--- src/rtl/pixel_scheduler_pkg.sv ---
// Shared types and fixed-point helpers for the pixel scheduler and its raster counter.
package pixel_scheduler_pkg;

  typedef enum logic {
    ST_IDLE = 1'b0,
    ST_RUN  = 1'b1
  } sched_state_t;

  // Callers truncate the 64-bit result to their fixed-point word width.
  function automatic logic [63:0] fp_from_count(input logic [31:0]   cnt,
                                                input int unsigned   frac,
                                                input logic          center);
    logic [63:0] r;
    r = {32'd0, cnt} << frac;
    if (center && (frac > 0)) begin
      r = r | (64'd1 << (frac - 1));
    end
    return r;
  endfunction

  function automatic int unsigned vec3_width(input int unsigned fp_bits);
    return 3 * fp_bits;
  endfunction

endpackage

--- src/rtl/pixel_scheduler_raster_counter.sv ---
// Raster-order h/v counters with clear, advance-on-transfer, wrap and a registered last flag.
module raster_counter
  import pixel_scheduler_pkg::*;
#(
  parameter int unsigned W      = 640,
  parameter int unsigned H      = 480,
  parameter int unsigned H_BITS = 10,
  parameter int unsigned V_BITS = 10
) (
  input  logic              i_clk,
  input  logic              i_rst_n,
  input  logic              i_clear,
  input  logic              i_advance,
  output logic [H_BITS-1:0] o_h,
  output logic [V_BITS-1:0] o_v,
  output logic              o_last,
  output logic [H_BITS-1:0] o_h_nxt,
  output logic [V_BITS-1:0] o_v_nxt
);

  localparam logic [H_BITS-1:0] H_MAX = H_BITS'(W - 1);
  localparam logic [V_BITS-1:0] V_MAX = V_BITS'(H - 1);

  logic [H_BITS-1:0] r_h;
  logic [V_BITS-1:0] r_v;
  logic              r_last;
  logic [H_BITS-1:0] w_h_nxt;
  logic [V_BITS-1:0] w_v_nxt;
  logic              w_last_nxt;

  always_comb begin
    w_h_nxt = r_h;
    w_v_nxt = r_v;
    if (i_clear) begin
      w_h_nxt = '0;
      w_v_nxt = '0;
    end else if (i_advance) begin
      if (r_h == H_MAX) begin
        w_h_nxt = '0;
        w_v_nxt = (r_v == V_MAX) ? '0 : r_v + 1'b1;
      end else begin
        w_h_nxt = r_h + 1'b1;
      end
    end
    w_last_nxt = (w_h_nxt == H_MAX) && (w_v_nxt == V_MAX);
  end

  always_ff @(posedge i_clk or negedge i_rst_n) begin
    if (!i_rst_n) begin
      r_h    <= '0;
      r_v    <= '0;
      r_last <= 1'b0;
    end else begin
      r_h    <= w_h_nxt;
      r_v    <= w_v_nxt;
      r_last <= w_last_nxt;
    end
  end

  assign o_h     = r_h;
  assign o_v     = r_v;
  assign o_last  = r_last;
  assign o_h_nxt = w_h_nxt;
  assign o_v_nxt = w_v_nxt;

endmodule

--- src/rtl/pixel_scheduler.sv ---
// Frame-level pixel source: walks a W x H frame in raster order on a valid/ready interface,
// latching the camera forward vector once per frame.
module pixel_scheduler
  import pixel_scheduler_pkg::*;
#(
  parameter int unsigned DISPLAY_WIDTH  = 640,
  parameter int unsigned DISPLAY_HEIGHT = 480,
  parameter int unsigned H_BITS         = 10,
  parameter int unsigned V_BITS         = 10,
  parameter int unsigned FP_BITS        = 24,
  parameter int unsigned FP_FRAC        = 12,
  parameter int unsigned PIX_CENTER     = 1,
  parameter int unsigned FC_BITS        = 16
) (
  input  logic                 clk_in,
  input  logic                 rst_n_in,
  input  logic                 start_in,
  input  logic                 continuous_in,
  input  logic [3*FP_BITS-1:0] cam_forward_in,
  input  logic                 ready_in,
  output logic                 valid_out,
  output logic [H_BITS-1:0]    hcount_out,
  output logic [V_BITS-1:0]    vcount_out,
  output logic [FP_BITS-1:0]   hcount_fp_out,
  output logic [FP_BITS-1:0]   vcount_fp_out,
  output logic [3*FP_BITS-1:0] cam_forward_out,
  output logic                 last_out,
  output logic                 busy_out,
  output logic                 frame_done_out,
  output logic [FC_BITS-1:0]   frame_count_out
);

  localparam int unsigned CAM_W = vec3_width(FP_BITS);
  localparam int unsigned MAX_CNT_BITS = (H_BITS > V_BITS) ? H_BITS : V_BITS;

  if (MAX_CNT_BITS + FP_FRAC >= FP_BITS) begin : g_fp_width_check
    $error("pixel_scheduler: fixed-point word too narrow for counters plus fraction");
  end

  sched_state_t       r_state, w_state_nxt;
  logic               r_valid, w_valid_nxt;
  logic [CAM_W-1:0]   r_cam;
  logic [FP_BITS-1:0] r_hfp, r_vfp;
  logic               r_done;
  logic [FC_BITS-1:0] r_frame_cnt;

  logic               w_xfer;
  logic               w_load;
  logic               w_advance;
  logic               w_cam_latch;
  logic               w_frame_end;
  logic [H_BITS-1:0]  w_h, w_h_nxt;
  logic [V_BITS-1:0]  w_v, w_v_nxt;
  logic               w_last;

  assign w_xfer = r_valid && ready_in;

  always_comb begin
    w_state_nxt = r_state;
    w_valid_nxt = r_valid;
    w_load      = 1'b0;
    w_advance   = 1'b0;
    w_cam_latch = 1'b0;
    w_frame_end = 1'b0;
    case (r_state)
      ST_IDLE: begin
        if (start_in) begin
          w_state_nxt = ST_RUN;
          w_valid_nxt = 1'b1;
          w_load      = 1'b1;
          w_cam_latch = 1'b1;
        end
      end
      ST_RUN: begin
        if (w_xfer) begin
          if (w_last) begin
            // Frame end rewinds the raster; continuous mode keeps valid high for a bubble-free restart.
            w_frame_end = 1'b1;
            w_load      = 1'b1;
            if (continuous_in) begin
              w_cam_latch = 1'b1;
            end else begin
              w_valid_nxt = 1'b0;
              w_state_nxt = ST_IDLE;
            end
          end else begin
            w_advance = 1'b1;
          end
        end
      end
      default: begin
        w_state_nxt = ST_IDLE;
        w_valid_nxt = 1'b0;
      end
    endcase
  end

  always_ff @(posedge clk_in or negedge rst_n_in) begin
    if (!rst_n_in) begin
      r_state <= ST_IDLE;
    end else begin
      r_state <= w_state_nxt;
    end
  end

  raster_counter #(
    .W      (DISPLAY_WIDTH),
    .H      (DISPLAY_HEIGHT),
    .H_BITS (H_BITS),
    .V_BITS (V_BITS)
  ) u_raster (
    .i_clk     (clk_in),
    .i_rst_n   (rst_n_in),
    .i_clear   (w_load),
    .i_advance (w_advance),
    .o_h       (w_h),
    .o_v       (w_v),
    .o_last    (w_last),
    .o_h_nxt   (w_h_nxt),
    .o_v_nxt   (w_v_nxt)
  );

  // fp coords follow the counters only when they move, so the reset value stays unoffset.
  always_ff @(posedge clk_in or negedge rst_n_in) begin
    if (!rst_n_in) begin
      r_valid     <= 1'b0;
      r_cam       <= '0;
      r_hfp       <= '0;
      r_vfp       <= '0;
      r_done      <= 1'b0;
      r_frame_cnt <= '0;
    end else begin
      r_valid <= w_valid_nxt;
      r_done  <= w_frame_end;
      if (w_cam_latch) begin
        r_cam <= cam_forward_in;
      end
      if (w_load || w_advance) begin
        r_hfp <= FP_BITS'(fp_from_count(32'(w_h_nxt), FP_FRAC, PIX_CENTER != 0));
        r_vfp <= FP_BITS'(fp_from_count(32'(w_v_nxt), FP_FRAC, PIX_CENTER != 0));
      end
      if (w_frame_end) begin
        r_frame_cnt <= r_frame_cnt + 1'b1;
      end
    end
  end

  assign valid_out       = r_valid;
  assign hcount_out      = w_h;
  assign vcount_out      = w_v;
  assign hcount_fp_out   = r_hfp;
  assign vcount_fp_out   = r_vfp;
  assign cam_forward_out = r_cam;
  assign last_out        = w_last;
  assign busy_out        = (r_state != ST_IDLE);
  assign frame_done_out  = r_done;
  assign frame_count_out = r_frame_cnt;

endmodule

--- config.mk ---
export PLATFORM = sky130hd
export DESIGN_NAME = pixel_scheduler
export DESIGN_NICKNAME = d
export VERILOG_FILES = /design/src/rtl/pixel_scheduler_pkg.sv /design/src/rtl/pixel_scheduler_raster_counter.sv /design/src/rtl/pixel_scheduler.sv
export SDC_FILE = /design/constraint.sdc
export NUM_CORES = 1
export LEC_CHECK = 0
export BUFFER_PORTS_ARGS = -buffer_cell sky130_fd_sc_hd__buf_4
export CORE_ASPECT_RATIO = 1.75
export CORE_MARGIN = 5
export CORE_UTILIZATION = 53
export DETAILED_ROUTE_END_ITERATION = 10
export PLACE_DENSITY = 0.83
export SYNTH_ARGS = -nofsm -noshare
export SYNTH_HDL_FRONTEND = slang
export SYNTH_HIERARCHICAL = 1
export SYNTH_SLANG_ARGS = --single-unit
export TNS_END_PERCENT = 5
--- constraint.sdc ---
create_clock -name clk_in -period 3.9 [get_ports clk_in]
set_input_delay 0.195 -clock clk_in [delete_from_list [all_inputs] [get_ports clk_in]]
set_output_delay 0.195 -clock clk_in [all_outputs]
set_load 0.01 [all_outputs]
==> results.cfg <==
[power_and_ir_drop]
p_per_area_nw_per_um2 = 420
power_mw = 3.52
internal-power_mw = 2.63
combPwrFrac = 0.149
vdd_drop_max_mv = 0.342
clkPwrFrac = 0.408
power.switching_mw = 0.891
p_leak_nw = 4.37
p_seq_frac = 0.442
switching_share = 0.253

[logic_synthesis]
synth_ff_type = dfrtp_1
ys_seq_area_frac = 0.545
synth_compound_area_frac = 0.0242
synth_area_per_cell_um2 = 13.8
synth_top_family_by_area = multiplexers
synth_top_area_share = 0.545
ys_warn_count = 6
synth_area_leader_cell = dfrtp_1
synth-seq-cells = 133
yosys-top-cells-count = dfrtp_1, mux2_4, buf_4
ys_types = 50
synthAdderAreaFrac = 0.00614
synth_area_um2 = 6110
synth.most_common_cell = dfrtp_1
async_reset_ff_frac = 1.00
synth_area_leaders = dfrtp_1, mux2_4, mux2_2, buf_4, xnor2_1
synth-simple-area-share = 0.115
synth_edf_count = 0
synthXorXnorAreaFrac = 0.0358
synthMuxAreaShare = 0.214
synth_cells = 443

[place]
dpl.hpwl_um = 11900
dp_slack_ns = 0.721
place.gp.congestion = 0.831
portBuffers = 210

[global_routing]
grt_max_degree = 58
grt_pass1_wl_um = 26600
grt-ovfl-total = 0
grt_pass1_vias = 4929
track_usage = 0.242
antenna_found_initial = 0

[setup_path]
timing_worst_setup_path_type = reg -> reg
ff2ff_path_depth = 8
r2r-end = u_raster/o_last
r2r_slack_ns = 0.62
end_kind = flop
cp-start-kind = flop
crit_fanout = 13
crit_arrival_ns = 3.59
crit_required_ns = 4.21
reg2reg_from = busy_out

[timing]
drv_slew = 0
tns_ns = 0
fin_ws_ns = 0.617
fmax_mhz = 305
finalSetupViolations = 0
worst_slew_pin_slew_ns = 0.921
slew_headroom = 0.385
period_share = 0.842
post-route-min-period_ns = 3.28
skew_ns = 0.00967
grt_setup_unrepaired = false
hold_viol = 0

[clocking]
cts_root_buf = clkbuf_16
htreeDepth = 4
clk_latency_ns = 0.41
clock_path_buffers = 2
cts_tree = yes
path_clk_slew_ns = 0.06
clock-sinks = 133
numCtsBuffers = 17

[finish]
fill_cells = 721
num-nets-final = 755
insertedDiodeCount = 0
drive_gt1_frac = 0.515
areaGrowthSynthToFinish_pct = 37.2

[routing]
drc_errors = 0
drt_iter0_markers = 166
wire_per_inst_um = 20.4
viasPerCell = 5.39
firstDrtPassIters = 4
antenna_left = 0
routed_wirelength_um = 16700
vias = 4429

[run_status]
status = finished clean

[job]
max_cap_violations = 0

[floorplan]
row_count = 52
die_y_um = 152
io_pins = 237
start_util = 0.534
coreArea_um2 = 11500
fp.dieArea_um2 = 13900
fp.dieW_um = 91.2

[worst_hold_path]
hold-path-endpoint = cam_forward_out[56]
hold_path.class = in -> reg
min_delay_path_depth = 2
hp-start = cam_forward_in[56]
==> registers in the layout, summed over array words and instances, names as in the netlist <==
name,flops
busy_out,1
cam_forward_out,72
frame_count_out,16
frame_done_out,1
hcount_fp_out,10
u_raster/o_h,10
u_raster/o_last,1
u_raster/o_v,10
valid_out,1
vcount_fp_out,11
==> metal layers <==
metal,global-route usage,share of wire,vias to the layer above
li1,-,-,1978
met5,0,0,-
met1,0.262,0.34,2178
met2,0.426,0.54,227
met4,0.117,0.041,0
met3,0.0683,0.072,46
==> metrics by stage <==
stage / utilization / hold WS, ns / instance area [um2] / cells
2_1_floorplan: - / -0.101 / 6200 / 468
3_3_place_gp: 0.671 / 0.277 / 7690 / 775
3_5_place_dp: 0.671 / 0.294 / 7690 / 775
4_1_cts: 0.731 / 0.000160 / 8370 / 821
5_1_grt: 0.732 / 0.000304 / 8380 / 822
6_report: 0.732 / 0.0178 / 8380 / 822
==> placed cells by master, fill, tap and decap left out, drive strengths merged, types with 5 or more instances in the layout <==
cell / instances
a21oi: 8
nor3: 14
conb: 26
nor2: 18
nand2: 23
mux2: 92
inv: 9
nand3: 11
xnor2: 20
dlygate4sd3: 16
xor2: 5
nand4: 14
nor4: 6
clkbuf: 19
clkinv: 6
dfrtp: 133
buf: 217
==> area by class of cell <==
| cell class | instances | area, um2 | area share |
|---|---|---|---|
| inverters | 7 | 26.3 | 0.00313 |
| well taps | 135 | 169 | 0.0202 |
| clock inverters | 12 | 81.3 | 0.00970 |
| flip-flops and latches | 133 | 3330 | 0.397 |
| repair buffers | 233 | 1800 | 0.215 |
| clock buffers | 19 | 453 | 0.0540 |
| multi-input cells | 283 | 2520 | 0.301 |
==> critical path, cell delays in order, from the launching register on <==
cell      delay [ns]
dfrtp_1         0.48
nand3_1         0.14
nor2_1          0.41
nand3_1         0.40
or3_4           0.58
nor4_2          0.30
a211oi_1        0.11
or4_4           0.54
nor4b_4         0.23
==> how the worst max path moves through the flow <==
stage | start | endpoint | slack, ns | cells past startpoint
2_1_floorplan | busy_out | u_raster/o_last | 1.42 | 9
3_3_place_gp | busy_out | u_raster/o_last | 0.87 | 8
3_5_place_dp | busy_out | u_raster/o_last | 0.72 | 8
4_1_cts | busy_out | u_raster/o_last | 0.67 | 8
5_1_grt | busy_out | u_raster/o_last | 0.35 | 8
6_report | busy_out | u_raster/o_last | 0.62 | 8
==> cells by family after synthesis <==
| logic type | count (synthesis) |
|---|---|
| other | 1 |
| flip-flops | 133 |
| adder cells (fa/ha/maj) | 3 |
| AND/OR/NAND/NOR | 113 |
| buffers and inverters | 52 |
| AO/OA/AOI/OAI | 23 |
| XOR/XNOR | 25 |
| multiplexers | 93 |
==> what timing repair did <==
action,in CTS,in global routing
buffers inserted,0,0
gates resized for setup,0,0
hold endpoints to repair,69,1
hold buffers,15,1
==> power by group through the flow <==
stage               Combinational [mW]  Clock [mW]  Sequential, mW
global route                     0.556        1.53            1.57
detailed placement               0.508           0            1.58
floorplan                        0.184           0            1.62
CTS                              0.526        1.47            1.56
global placement                 0.498           0            1.57
finish                           0.526        1.44            1.56
Note: power is estimated with default switching activity, not from simulation.
